$ cat config.mk
export PLATFORM = sky130hd
export DESIGN_NAME = shift_fifo_ctl
export DESIGN_NICKNAME = d
export VERILOG_FILES = /design/src/rtl/fifo_pkg.sv /design/src/rtl/fifo_cell.sv /design/src/rtl/shift_fifo_ctl.sv
export SDC_FILE = /design/constraint.sdc
export NUM_CORES = 1
export LEC_CHECK = 0
export BUFFER_PORTS_ARGS = -buffer_cell sky130_fd_sc_hd__buf_2
export CAP_MARGIN = 5
export CORE_MARGIN = 4
export CORE_UTILIZATION = 30
export CTS_BUF_LIST = sky130_fd_sc_hd__clkbuf_16
export CTS_CLUSTER_DIAMETER = 60
export DETAILED_ROUTE_END_ITERATION = 7
export PLACE_DENSITY_LB_ADDON = 0.12
export SYNTH_ARGS = -nofsm -noshare
export SYNTH_HDL_FRONTEND = slang
export SYNTH_SLANG_ARGS = --single-unit
export TNS_END_PERCENT = 10
$ cat constraint.sdc
create_clock -name clk -period 7.2 [get_ports clk]
set_clock_uncertainty 0.2 [all_clocks]
set_input_delay 0.36 -clock clk [delete_from_list [all_inputs] [get_ports clk]]
set_output_delay 0.36 -clock clk [all_outputs]
set_load 0.02 [all_outputs]
$ cat src/rtl/fifo_pkg.sv
// Shared definitions for the shift-register FIFO: count width helper and the
// per-stage select encoding.
package fifo_pkg;

    localparam logic [1:0] SEL_HOLD = 2'b00;
    localparam logic [1:0] SEL_IN   = 2'b01;
    localparam logic [1:0] SEL_PREV = 2'b10;
    localparam logic [1:0] SEL_CLR  = 2'b11;

    function automatic int unsigned cnt_w(input int unsigned depth);
        return $clog2(depth + 1);
    endfunction

endpackage

$ cat src/rtl/fifo_cell.sv
// One FIFO stage: a data/valid register pair that holds, loads the write word,
// loads its upstream neighbour, or clears.
module fifo_cell
    import fifo_pkg::*;
#(
    parameter int unsigned WIDTH = 32
) (
    input  logic             clk,
    input  logic             reset_n,
    input  logic [1:0]       sel_i,
    input  logic [WIDTH-1:0] data_i,
    input  logic [WIDTH-1:0] prev_data_i,
    input  logic             prev_valid_i,
    output logic [WIDTH-1:0] data_o,
    output logic             valid_o
);

    logic [WIDTH-1:0] data_d, data_q;
    logic             valid_d, valid_q;

    always_comb begin
        data_d  = data_q;
        valid_d = valid_q;
        unique case (sel_i)
            SEL_HOLD: begin
                data_d  = data_q;
                valid_d = valid_q;
            end
            SEL_IN: begin
                data_d  = data_i;
                valid_d = 1'b1;
            end
            SEL_PREV: begin
                data_d  = prev_data_i;
                valid_d = prev_valid_i;
            end
            SEL_CLR: begin
                data_d  = '0;
                valid_d = 1'b0;
            end
            default: ;
        endcase
    end

    always_ff @(posedge clk) begin
        if (!reset_n) begin
            data_q  <= '0;
            valid_q <= 1'b0;
        end else begin
            data_q  <= data_d;
            valid_q <= valid_d;
        end
    end

    assign data_o  = data_q;
    assign valid_o = valid_q;

endmodule

$ cat src/rtl/shift_fifo_ctl.sv
// Compacting shift-register FIFO: stage 0 is always the head, with occupancy
// count, programmable almost flags and sticky overflow/underflow.
module shift_fifo_ctl
    import fifo_pkg::*;
#(
    parameter int unsigned WIDTH    = 32,
    parameter int unsigned DEPTH    = 4,
    parameter int unsigned AF_LEVEL = DEPTH - 1,
    parameter int unsigned AE_LEVEL = 1,
    parameter int unsigned CNT_W    = cnt_w(DEPTH)
) (
    input  logic             clk,
    input  logic             reset_n,
    input  logic [WIDTH-1:0] data_in,
    input  logic             shift_in,
    input  logic             shift_out,
    input  logic             err_clr,
    output logic [WIDTH-1:0] data_out,
    output logic             empty,
    output logic             full,
    output logic             almost_full,
    output logic             almost_empty,
    output logic [CNT_W-1:0] count,
    output logic             overflow,
    output logic             underflow
);

    if (DEPTH < 2 || AF_LEVEL > DEPTH || AE_LEVEL >= DEPTH) begin : g_bad_params
        $error("shift_fifo_ctl: illegal DEPTH/AF_LEVEL/AE_LEVEL combination");
    end

    localparam logic [CNT_W-1:0] DepthC = CNT_W'(DEPTH);
    localparam logic [CNT_W-1:0] AfC    = CNT_W'(AF_LEVEL);
    localparam logic [CNT_W-1:0] AeC    = CNT_W'(AE_LEVEL);

    logic [CNT_W-1:0] count_d, count_q;
    logic             overflow_d, overflow_q;
    logic             underflow_d, underflow_q;
    logic             rd, wr;
    logic [CNT_W-1:0] wr_idx;
    logic [1:0]       sel [DEPTH];
    logic [WIDTH-1:0] stage_data [DEPTH];
    logic [DEPTH-1:0] stage_valid;
    logic [DEPTH-1:0] valid_mask;

    assign empty        = (count_q == '0);
    assign full         = (count_q == DepthC);
    assign almost_full  = (count_q >= AfC);
    assign almost_empty = (count_q <= AeC);
    assign count        = count_q;
    assign overflow     = overflow_q;
    assign underflow    = underflow_q;
    assign data_out     = stage_data[0];

    assign rd = shift_out & ~empty;
    assign wr = shift_in & (~full | shift_out);
    // Slot the new word lands in, after any simultaneous pop has compacted the chain.
    assign wr_idx = count_q - CNT_W'(rd);

    always_comb begin
        count_d     = count_q + CNT_W'(wr) - CNT_W'(rd);
        overflow_d  = (shift_in & full & ~shift_out) | (overflow_q & ~err_clr);
        underflow_d = (shift_out & empty) | (underflow_q & ~err_clr);
    end

    always_comb begin
        for (int i = 0; i < DEPTH; i++) begin
            sel[i] = SEL_HOLD;
            if (wr && wr_idx == CNT_W'(i)) begin
                sel[i] = SEL_IN;
            end else if (rd) begin
                sel[i] = (i == DEPTH - 1) ? SEL_CLR : SEL_PREV;
            end
        end
    end

    always_ff @(posedge clk) begin
        if (!reset_n) begin
            count_q     <= '0;
            overflow_q  <= 1'b0;
            underflow_q <= 1'b0;
        end else begin
            count_q     <= count_d;
            overflow_q  <= overflow_d;
            underflow_q <= underflow_d;
        end
    end

    for (genvar g = 0; g < DEPTH; g++) begin : g_stage
        logic [WIDTH-1:0] up_data;
        logic             up_valid;
        if (g == DEPTH - 1) begin : g_top
            assign up_data  = '0;
            assign up_valid = 1'b0;
        end else begin : g_mid
            assign up_data  = stage_data[g+1];
            assign up_valid = stage_valid[g+1];
        end

        fifo_cell #(
            .WIDTH(WIDTH)
        ) u_cell (
            .clk         (clk),
            .reset_n     (reset_n),
            .sel_i       (sel[g]),
            .data_i      (data_in),
            .prev_data_i (up_data),
            .prev_valid_i(up_valid),
            .data_o      (stage_data[g]),
            .valid_o     (stage_valid[g])
        );
    end

    always_comb begin
        for (int i = 0; i < DEPTH; i++) begin
            valid_mask[i] = (CNT_W'(i) < count_q);
        end
    end

    // Valid stages must stay packed from stage 0 and agree with the counter.
    always_ff @(posedge clk) begin
        if (reset_n) begin
            assert (stage_valid == valid_mask)
            else $error("shift_fifo_ctl: stage valid bits not contiguous with count");
        end
    end

endmodule

Word level (Yosys, flattened, before mapping)
Cells that the tools add are included.

Register bits after elaboration: 133. Input port bits: 37. Output and inout bits: 41. Logic and storage cells: 63.

$add $sub $neg: 3. Magnitude comparators: 2. Equal/unequal tests: 16. Mux-type cells: 10. Bitwise operators: 14. Reduce and logical (&&, ||, !) cells: 11.

Operators by type and width (number): $pmux 32 s3 (3); $pmux 32 s2 (1); $eq 2x2->1 const B (8); $mux 2 (6); $eq 2x1->1 const B (4); $logic_not 2->1 (4); $and 1x1->1 (7); $eq 3x2->1 const B (2); $logic_not 3->1 (2); $sub 3x1->3 (2); $logic_and 1x1->1 (4); $not 1->1 (4); $add 3x1->3 (1); $eq 3x1->1 const B (1); $eq 3x3->1 const B (1); $ge 3x2->1 const B (1); $le 3x1->1 const B (1); $or 1x1->1 (3); $reduce_or 2->1 (1).

Logic depth before layout (Yosys ltp)
Gate-level depths: netlist of the first run.

Depth in word-level cells: 10. Depth in mapped cells: 13. Depth with buffers taken out: 9.

By module
From an unflattened synthesis of the first run, not the netlist that was laid out.

Cells, all modules: 777. Area total of the unflattened synthesis: 7354.6 um^2.

Modules (own cells, without submodules): fifo_cell (instances 4, cells an instance 181, area an instance 1725.4 um^2, seq. area each 660.6 um^2); shift_fifo_ctl (instances 1, cells an instance 53, area an instance 452.9 um^2, seq. area each 100.1 um^2).

Worst setup path before layout of the first run
Ideal clock, no wire load.

Path type: register to register. From: register count_q[1], in the netlist count[1]. To: register g_stage[3].u_cell.data_q[10]. Library setup time: 0.120 ns. Arrival time: 2.555 ns. Slack: 4.325 ns. Stages on the path, launching flop included: 14. Buffers on the path: 7. Cell sequence: dfxtp_1 buf_2 o31ai_1 buf_2 buf_4 buf_2 nor2_1 ha_1 nand2b_1 clkbuf_1 or2_1 buf_4 buf_6 mux2i_1.

Word-level cells in the longest chain between the ends: 10. Elaborated cells between the ends (all ways): 18. Classes of those cells: add/sub: 1; eq/ne: 5; mux: 3; bitwise: 5; reduce/logical: 4.

Ends and longest elaborated chain: start, declared (RTL line shift_fifo_ctl.sv:36) `logic [CNT_W-1:0] count_d, count_q;`; start signal, assigned (RTL line shift_fifo_ctl.sv:83) `count_q <= count_d;`; $logic_not 3->1 (RTL line shift_fifo_ctl.sv:46) `assign empty = (count_q == '0);`; $not 1->1 (RTL line shift_fifo_ctl.sv:55) `assign rd = shift_out & ~empty;`; $and 1x1->1 (RTL line shift_fifo_ctl.sv:55); $sub 3x1->3 (RTL line shift_fifo_ctl.sv:58) `assign wr_idx = count_q - CNT_W'(rd);`; $eq 3x2->1 (RTL line shift_fifo_ctl.sv:69) `if (wr && wr_idx == CNT_W'(i)) begin`; $logic_and 1x1->1 (RTL line shift_fifo_ctl.sv:69); $mux 2 * (RTL line shift_fifo_ctl.sv:69); $eq 2x2->1; $reduce_or 2->1 (no source line); $pmux 32 s2 (RTL line fifo_cell.sv:24) `unique case (sel_i)`; end signal, assigned (RTL line fifo_cell.sv:50) `data_q <= data_d;`; end, declared (RTL line fifo_cell.sv:18) `logic [WIDTH-1:0] data_d, data_q;`.

Mark *: on every way between the ends. The rest lies on a longest branch, timed or not. A chain may end at the register's enable or synchronous reset.

Worst setup path in the final report of the first run
From: register count_q[0], in the netlist count[0]. To: register g_stage[3].u_cell.data_q[1].

Same word-level chain as after synthesis.

==> results.sh, run 1 <==
export IMPL_tritoncts="done"
export IMPL_p_switching_mw=1.402
export IMPL_register_area_sq_um=2663
export IMPL_gp_congestion=0.7059
export IMPL_num_nets_final=778
export IMPL_crit_type="reg -> reg"
export IMPL_fillers=2054
export IMPL_setup_viol=0
export IMPL_cpLargestDelayFamily="simple AND/OR/NAND/NOR gates"
export IMPL_initial_utilization=0.3051
export IMPL_design_area_sq_um=7094
export IMPL_p_int_mw=2.002
export IMPL_via_count=5133
export IMPL_viasPerCell=5.067
export IMPL_final_common_cell="nand2_1"
export IMPL_cp_start_kind="flip-flop"
export IMPL_die_h_microns=148.9
export IMPL_dp_hpwl_mm=9.082
export IMPL_clkTransAtPathRegs_ns=0.06
export IMPL_hold_class="in -> reg"
export IMPL_required_ns=7.33
export IMPL_wl_per_cell_microns=16.36
export IMPL_antennaDiodeCount=0
export IMPL_min_period_ns=4.079
export IMPL_switching_share=0.4119
export IMPL_critPathMaxStageDelay_ns=1.02
export IMPL_clockPowerShare=0.287
export IMPL_cp_arrival_ns=4.21
export IMPL_antenna_found_initial=0
export IMPL_worst_slew_pin_slew_ns=1.151
export IMPL_path_buf_inv=1
export IMPL_irDropWorstVdd_v=0.0001977
export IMPL_syn_avg_cell_area_sq_um=8.463
export IMPL_highest_layer="met4"
export IMPL_place_ws_ns=3.037
export IMPL_end_kind="flip-flop"
export IMPL_max_cap_violations=0
export IMPL_io_buffers=77
export IMPL_wl_met3_microns=614
export IMPL_clkSinkCount=133
export IMPL_groute_usage_overall=0.1540
export IMPL_clock_path_buffers=2
export IMPL_mostFrequentLayoutCells="195 x nand2_1, 133 x dfxtp_1, 76 x buf_2"
export IMPL_p_seq_frac=0.328
export IMPL_grt_setup_unrepaired="no"
export IMPL_yosysWarnings=0
export IMPL_area_growth_pct=19.07
export IMPL_clk_insertion_delay_late_ns=0.42
export IMPL_totalNegativeSetupSlack_ns=0
export IMPL_drive_gt1_frac=0.1644
export IMPL_boundaryPins=78
export IMPL_overflow=0
export IMPL_postSynthNetCount=747
export IMPL_cts_buffers_inserted=17
export IMPL_grt_first_pass_wirelength_mm=27.61
export IMPL_worstPathMaxFanout=41
export IMPL_root_buffer="clkbuf_16"
export IMPL_grt_pass1_vias=5211
export IMPL_htree_num_levels=4
export IMPL_placementRows=51
export IMPL_drcViolationCount=0
export IMPL_die_area_sq_um=22180
export IMPL_dpl_cell_area_sq_um=6424
export IMPL_ys_ff_latch=133
export IMPL_detail_route_antenna_nets=0
export IMPL_die_width_microns=148.9
export IMPL_ys_seq_area_frac=0.4469
export IMPL_fmaxAchievable_mhz=245.1
export IMPL_leakagePower_nw=2.911
export IMPL_syn_instance_count=704
export IMPL_drtPass1Iterations=4
export IMPL_slowest_stage="or2_2"
export IMPL_min_period_over_period=0.5666
export IMPL_hold_viol=0
export IMPL_critical_path_cell_chain="o31ai_4, buf_4, nor2_1, ha_1, nand2b_2, or2_2, mux2i_1"
export IMPL_multi_input_area_sq_um=2985
export IMPL_p_comb_frac=0.386
export IMPL_initialDrtViolationCount=339
export IMPL_fp_coreArea_sq_um=19530
export IMPL_slew_headroom=0.2328
export IMPL_slew_viol_final=0
export IMPL_power_density_nw_per_um2=479.8
export IMPL_cts_resized_gates=0
export IMPL_setup_ws_ns=3.121
export IMPL_utilization=0.3633
export IMPL_outcome="complete, no violations"
export IMPL_syn_area_sq_um=5958
export IMPL_ys_types=33
export IMPL_wl_met2_mm=7.693
export IMPL_wl_mm=16.57
export IMPL_grt_max_degree=69
export IMPL_wl_met1_mm=8.054
-- final cells by class --
type / count / area share
Clock buffer: 17 / 0.05996
Clock inverter: 15 / 0.03316
Inverter: 3 / 0.001587
Multi-Input combinational cell: 496 / 0.4208
Sequential cell: 133 / 0.3753
Tap cell: 265 / 0.04674
Timing Repair Buffer: 84 / 0.06243
-- path summary, 6_finish.rpt --
kind	from	to	slack, ns	cells past startpoint
worst max-delay path	count[0]	g_stage[3].u_cell.data_o[1]	3.12	7
worst min-delay path	data_in[23]	g_stage[3].u_cell.data_o[23]	0.02	3
worst max register to register	count[0]	g_stage[3].u_cell.data_o[1]	3.12	7
worst min register to register	g_stage[3].u_cell.data_o[13]	g_stage[3].u_cell.data_o[13]	0.26	2
-- power groups by stage --
stage               Combinational, mW  Sequential (mW)  Clock (mW)
CTS                              1.33             1.12       0.998
floorplan                       0.843             1.21           0
global placement                 1.31             1.13           0
global route                     1.44             1.15        1.03
detailed placement               1.33             1.13           0
finish                           1.31             1.12       0.975
-- synthesized netlist by cell type --
library cell | number | area share
o21ai_1 | 2 | 0.0017
clkbuf_2 | 2 | 0.0017
a32o_1 | 1 | 0.0017
buf_6 | 4 | 0.0076
o2111ai_1 | 1 | 0.0015
nor3_1 | 2 | 0.0017
xnor2_1 | 2 | 0.0029
o211ai_1 | 1 | 0.0013
nand2_1 | 196 | 0.12
o31ai_1 | 65 | 0.082
mux2i_1 | 65 | 0.11
a21boi_0 | 1 | 0.0013
and2b_1 | 1 | 0.0013
a31oi_1 | 64 | 0.067
nor2b_1 | 4 | 0.0042
fa_1 | 1 | 0.0034
clkbuf_1 | 30 | 0.019
nand2b_1 | 6 | 0.0063
inv_1 | 3 | 0.0019
dfxtp_1 | 133 | 0.45
buf_2 | 33 | 0.028
and2_1 | 3 | 0.0032
o21ai_0 | 32 | 0.027
or4_1 | 1 | 0.0013
o2111ai_2 | 1 | 0.0025
xor2_1 | 1 | 0.0015
ha_1 | 5 | 0.010
buf_4 | 3 | 0.0038
a21oi_1 | 33 | 0.028
xor2_2 | 1 | 0.0027
and2_0 | 1 | 0.0011
or2_1 | 4 | 0.0042
nor2_1 | 2 | 0.0013
-- what timing repair did --
action                    in CTS  in global routing
hold endpoints to repair       1                  0
hold buffers                   1                  0
setup buffers                  0                  0
-- tightest hold or removal path: cells and delay by family --
family	cells	cell delay (ns)
AND/OR/NAND/NOR	1	0.05
buffers and inverters	1	0.12
multiplexers	1	0.05
-- metal layers --
layer	vias up	global-route usage
li1	2545	-
met1	2479	0.2029
met2	91	0.2501
met3	18	0.03160
met4	0	0.05629
met5	-	0
-- registers in the layout, summed over array words and instances, names as in the netlist --
name	count
g_stage.u_cell.data_o	128
overflow	1
underflow	1
count	3
-- stage by stage --
stage | power [mW] | hold WS (ns) | std cells
final | 3.404 | 0.02066 | 1013
after floorplan | 2.055 | 0.2382 | 704
after CTS | 3.447 | 0.001143 | 1013
after global routing | 3.621 | 0.01852 | 1013
after global placement | 2.441 | 0.2442 | 980
after detailed placement | 2.458 | 0.2531 | 980
-- cell families (layout without fill, tap and decap cells) --
logic type      after synthesis  in the layout  share of synthesized area
simple gates                220            220                     0.1478
compound gates              201            201                     0.2136
flops                       133            133                     0.4469
buf+inv                      75            119                    0.06153
mux                          65             65                     0.1092
fa+ha+maj                     6              6                    0.01386
xor+xnor                      4              4                   0.007141
No activity file was read; power rests on OpenSTA's default activity.
==> run 2: changes to the inputs <==
==> constraint.sdc (replaced) <==
create_clock -name clk -period 3.9 [get_ports clk]
set_clock_uncertainty 0.2 [all_clocks]
set_input_delay 0.195 -clock clk [delete_from_list [all_inputs] [get_ports clk]]
set_output_delay 0.195 -clock clk [all_outputs]
set_load 0.02 [all_outputs]
==> results.sh, run 2 (same netlist as run 1, synthesis figures left out) <==
export IMPL_slowest_stage="dfxtp_1"
export IMPL_cts_hold_fix_buffers=34
export IMPL_initial_utilization=0.3051
export IMPL_grt_pass1_vias=5025
export IMPL_drtPass1Iterations=4
export IMPL_final_common_cell="nand2_1"
export IMPL_wl_mm=16.87
export IMPL_fillers=2099
export IMPL_clkTransAtPathRegs_ns=0.05
export IMPL_required_ns=3.94
export IMPL_hold_viol=0
export IMPL_dp_hpwl_mm=9.784
export IMPL_outcome="complete, no violations"
export IMPL_slew_headroom=0.2146
export IMPL_cts_setup_buffers=0
export IMPL_mostFrequentLayoutCells="195 x nand2_1, 133 x dfxtp_1, 76 x buf_2"
export IMPL_drcViolationCount=0
export IMPL_die_width_microns=148.9
export IMPL_grt_first_pass_wirelength_mm=27.59
export IMPL_groute_usage_overall=0.1546
export IMPL_crit_type="reg -> reg"
export IMPL_cpLargestDelayFamily="simple AND/OR/NAND/NOR gates"
export IMPL_grt_setup_unrepaired="no"
export IMPL_root_buffer="clkbuf_16"
export IMPL_r2r_slack_ns=0.69
export IMPL_reg2reg_to="g_stage[2].u_cell.data_o[29]"
export IMPL_min_period_over_period=0.8238
export IMPL_r2r_start="count[0]"
export IMPL_reg2reg_depth=8
export IMPL_num_nets_final=817
export IMPL_detail_route_antenna_nets=0
export IMPL_totalNegativeSetupSlack_ns=0
export IMPL_clock_path_buffers=2
export IMPL_power_total_mw=5.909
export IMPL_critPathMaxStageDelay_ns=0.71
export IMPL_tritoncts="done"
export IMPL_max_cap_violations=0
export IMPL_end_kind="flip-flop"
export IMPL_irDropWorstVdd_v=0.0005890
export IMPL_gp_congestion=0.6953
export IMPL_fp_coreArea_sq_um=19530
export IMPL_critical_path_cell_chain="o31ai_4, nor2_1, ha_1, mux2i_1, o2111ai_4, buf_4, or2_2, a31oi_1"
export IMPL_leakagePower_nw=3.021
export IMPL_clk_insertion_delay_late_ns=0.41
export IMPL_multi_input_area_sq_um=2985
export IMPL_via_count=5220
export IMPL_critPathLaunch="count[0]"
export IMPL_min_period_ns=3.213
export IMPL_cts_buffers_inserted=17
export IMPL_io_buffers=77
export IMPL_drive_gt1_frac=0.1529
export IMPL_grt_max_degree=79
export IMPL_register_area_sq_um=2663
export IMPL_setup_viol=0
export IMPL_hold_class="in -> reg"
export IMPL_antenna_found_initial=0
export IMPL_slew_viol_final=0
export IMPL_largest_reg_flops=128
export IMPL_worst_slew_pin_slew_ns=1.178
export IMPL_cp_arrival_ns=3.25
export IMPL_placementRows=51
export IMPL_die_h_microns=148.9
export IMPL_boundaryPins=78
export IMPL_viasPerCell=4.971
export IMPL_initialDrtViolationCount=346
export IMPL_cts_resized_gates=0
export IMPL_overflow=0
export IMPL_power_density_nw_per_um2=809.6
export IMPL_wl_per_cell_microns=16.06
export IMPL_antennaDiodeCount=0
export IMPL_cp_start_kind="flip-flop"
export IMPL_die_area_sq_um=22180
export IMPL_htree_num_levels=4
export IMPL_critPathCapture="g_stage[2].u_cell.data_o[29]"
export IMPL_worstPathMaxFanout=32
export IMPL_area_growth_pct=22.51
export IMPL_path_buf_inv=1
export IMPL_fmaxAchievable_mhz=311.3
export IMPL_clkSinkCount=133
export IMPL_crit_cells=8
## run 2: cell types whose count changed in the layout (fill, tap and decap cells not counted), sizes merged
| cell | before | now |
|---|---|---|
| inv | 3 | 5 |
| clkinvlp | 4 | 0 |
| clkinv | 5 | 11 |
| buf | 83 | 89 |
| bufinv | 6 | 0 |
| dlygate4sd3 | 1 | 34 |
## run 2: layout make-up
type                       count  area share
tap                          265     0.04542
inverter                       3    0.001543
clock buffer                  17     0.05828
clock inverter                13    0.007199
timing repair buffer         123      0.1138
multi-input combinational    496      0.4090
sequential                   133      0.3648
## run 2: worst min-delay path: stages
cell and delay, ns:
buf_2 0.15, nand2b_1 0.09, or4_1 0.10, a21boi_0 0.07
## run 2: worst min-delay path by stage
stage / startpoint / endpoint / slack, ns / cells after the start
3_5_place_dp: g_stage[3].u_cell.data_o[29] / g_stage[3].u_cell.data_o[29] / 0.25 / 2
4_1_cts: shift_in / overflow / 0.06 / 4
2_1_floorplan: data_in[0] / g_stage[3].u_cell.data_o[0] / 0.13 / 2
5_1_grt: shift_in / overflow / 0.08 / 4
3_3_place_gp: g_stage[3].u_cell.data_o[30] / g_stage[3].u_cell.data_o[30] / 0.24 / 2
6_report: shift_in / overflow / 0.07 / 4
## run 2: metrics by stage
stage                     worst slack, ns  hold WS, ns  utilization  std cells  cell area, sq um
after floorplan                     1.025       0.1338            -        704              5958
after global placement             0.8083       0.2442       0.3319        986              6481
after detailed placement           0.7003       0.2526       0.3319        986              6481
after CTS                          0.7030      0.05590       0.3738       1050              7300
after global routing               0.4574      0.08236       0.3738       1050              7300
final                              0.6872      0.06813       0.3738       1050              7300
## run 2: power by group
part / total (mW) / switching [mW] / internal [mW] / leakage (nW)
logic: 2.53 / 1.74 / 0.790 / 1.69
clock network: 1.32 / 0.547 / 0.776 / 0.244
registers: 2.06 / 0.266 / 1.79 / 1.08
total: 5.91 / 2.55 / 3.36 / 3.02
## run 2: routing by layer
metal  global-route usage  vias up  part of all wire
li1                     -     2621                 -
met1               0.2179     2484              0.50
met2               0.2444      107              0.45
met3              0.03039        8             0.039
met4              0.03753        0            0.0076
met5                    0        -                 0
==> run 3: changes to the inputs <==
==> constraint.sdc (replaced) <==
create_clock -name clk -period 2.9 [get_ports clk]
set_clock_uncertainty 0.2 [all_clocks]
set_input_delay 0.145 -clock clk [delete_from_list [all_inputs] [get_ports clk]]
set_output_delay 0.145 -clock clk [all_outputs]
set_load 0.02 [all_outputs]
==> results.sh, run 3 (same netlist as run 1, synthesis figures left out) <==
export IMPL_reg2reg_depth=7
export IMPL_die_h_microns=148.9
export IMPL_setup_viol=0
export IMPL_gp_congestion=0.7335
export IMPL_slowest_stage="dfxtp_1"
export IMPL_irDropWorstVdd_v=0.0006905
export IMPL_dp_cells=990
export IMPL_drtPass1Iterations=5
export IMPL_reg2reg_to="g_stage[3].u_cell.data_o[23]"
export IMPL_cp_arrival_ns=2.77
export IMPL_cpLargestDelayFamily="flip-flops"
export IMPL_clock_path_buffers=2
export IMPL_instances_no_fill=1056
export IMPL_die_area_sq_um=22180
export IMPL_io_buffers=77
export IMPL_clk_insertion_delay_late_ns=0.41
export IMPL_worst_slew_pin_slew_ns=0.7838
export IMPL_drive_gt1_frac=0.1669
export IMPL_grt_pass1_vias=5188
export IMPL_critical_path_cell_chain="inv_1, ha_1, xnor2_1, o211ai_1, or2_2, buf_12, mux2i_1"
export IMPL_die_width_microns=148.9
export IMPL_slew_viol_final=0
export IMPL_cp_start_kind="flip-flop"
export IMPL_end_kind="flip-flop"
export IMPL_boundaryPins=78
export IMPL_placementRows=51
export IMPL_grt_first_pass_wirelength_mm=27.86
export IMPL_whs_path_depth=4
export IMPL_crit_type="reg -> reg"
export IMPL_cts_setup_buffers=0
export IMPL_groute_usage_overall=0.1565
export IMPL_initialDrtViolationCount=342
export IMPL_holdWs_ns=0.01435
export IMPL_place_ws_ns=0.2190
export IMPL_final_common_cell="nand2_1"
export IMPL_min_period_over_period=0.9228
export IMPL_htree_num_levels=4
export IMPL_fmaxAchievable_mhz=373.7
export IMPL_worstHoldEndpoint="overflow"
export IMPL_num_nets_final=821
export IMPL_totalNegativeSetupSlack_ns=0
export IMPL_initial_utilization=0.3051
export IMPL_overflow=0
export IMPL_viasPerCell=5.032
export IMPL_grt_max_degree=134
export IMPL_r2r_slack_ns=0.22
export IMPL_worstPathMaxFanout=19
export IMPL_wl_per_cell_microns=16.16
export IMPL_critPathMaxStageDelay_ns=0.60
export IMPL_hold_start="shift_in"
export IMPL_setup_ws_ns=0.2240
export IMPL_required_ns=3.00
export IMPL_hold_viol=0
export IMPL_drcViolationCount=0
export IMPL_antennaDiodeCount=0
export IMPL_root_buffer="clkbuf_16"
export IMPL_leakagePower_nw=3.097
export IMPL_power_density_nw_per_um2=1125
export IMPL_antenna_found_initial=0
export IMPL_min_period_ns=2.676
export IMPL_mostFrequentLayoutCells="195 x nand2_1, 133 x dfxtp_1, 76 x buf_2"
export IMPL_grt_setup_unrepaired="no"
export IMPL_fp_coreArea_sq_um=19530
export IMPL_r2r_start="count[1]"
export IMPL_detail_route_antenna_nets=0
export IMPL_clkTransAtPathRegs_ns=0.06
export IMPL_area_growth_pct=25.81
export IMPL_tritoncts="done"
export IMPL_path_buf_inv=2
export IMPL_cts_buffers_inserted=17
export IMPL_max_cap_violations=0
export IMPL_via_count=5314
export IMPL_hold_class="in -> reg"
export IMPL_clkSinkCount=133
export IMPL_dp_hpwl_mm=9.572
export IMPL_wl_mm=17.07
export IMPL_outcome="complete, no violations"
export IMPL_slew_headroom=0.4774
export IMPL_largest_reg_flops=128
==> run 3: changes by cell type in the layout (fill, tap and decap cells not counted), sizes merged <==
cell	change
buf	+4
clkinv	-4
clkinvlp	+3
bufinv	+3
==> run 3: worst max-delay path by stage <==
stage,from,endpoint,slack [ns],cells after the start
4_1_cts,count[1],g_stage[2].u_cell.data_o[6],0.20,7
3_5_place_dp,count[1],g_stage[2].u_cell.data_o[6],0.22,7
5_1_grt,count[1],g_stage[3].u_cell.data_o[17],0.02,7
3_3_place_gp,count[1],g_stage[1].u_cell.data_o[8],0.30,5
2_1_floorplan,count[1],g_stage[3].u_cell.data_o[10],0.03,13
6_report,count[1],g_stage[3].u_cell.data_o[23],0.22,7
==> run 3: final cells by class <==
class,count,area [sq um]
inverter,3,11.26
fill,2019,12030
tap,265,331.6
multi-input combinational,496,2990
clock inverter,15,163.9
timing repair buffer,127,910.9
clock buffer,17,425.4
sequential,133,2663
==> run 3: timing repair <==
action | in CTS | in global routing
gates resized for setup | 0 | 2
endpoints found under the setup margin | 0 | 31
hold endpoints to repair | 130 | 0
hold buffers | 34 | 0
==> run 3: metal layers <==
metal / wire length (microns) / global-route usage / vias up
li1: - / - / 2636
met1: 8455 / 0.2177 / 2564
met2: 7816 / 0.2426 / 103
met3: 619 / 0.03889 / 11
met4: 179 / 0.04256 / 0
met5: 0 / 0 / -
==> run 3: worst register-to-register path, delay by kind of cell, from the launching register on <==
kind | cells | cell delay (ns)
DFF | 1 | 0.60
and+or+nand+nor | 1 | 0.45
buffers and inverters | 2 | 0.41
xor gates and xnor gates | 1 | 0.33
adders and majority gates | 1 | 0.30
muxes | 1 | 0.15
AOI/OAI and AO/OA | 1 | 0.14
==> run 3: metrics by stage <==
step | util | power [mW] | instance area [sq um]
finish | 0.3839 | 8.430 | 7496
global route | 0.3839 | 8.974 | 7496
CTS | 0.3836 | 8.524 | 7491
detailed placement | 0.3360 | 6.292 | 6561
global placement | 0.3360 | 6.230 | 6561
floorplan | - | 5.101 | 5958
==> run 3: power by group <==
part	internal (mW)	leakage (nW)	switching (mW)
logic	1.13	1.73	2.41
clock network	1.34	0.283	0.821
registers	2.41	1.08	0.327
total	4.88	3.10	3.55
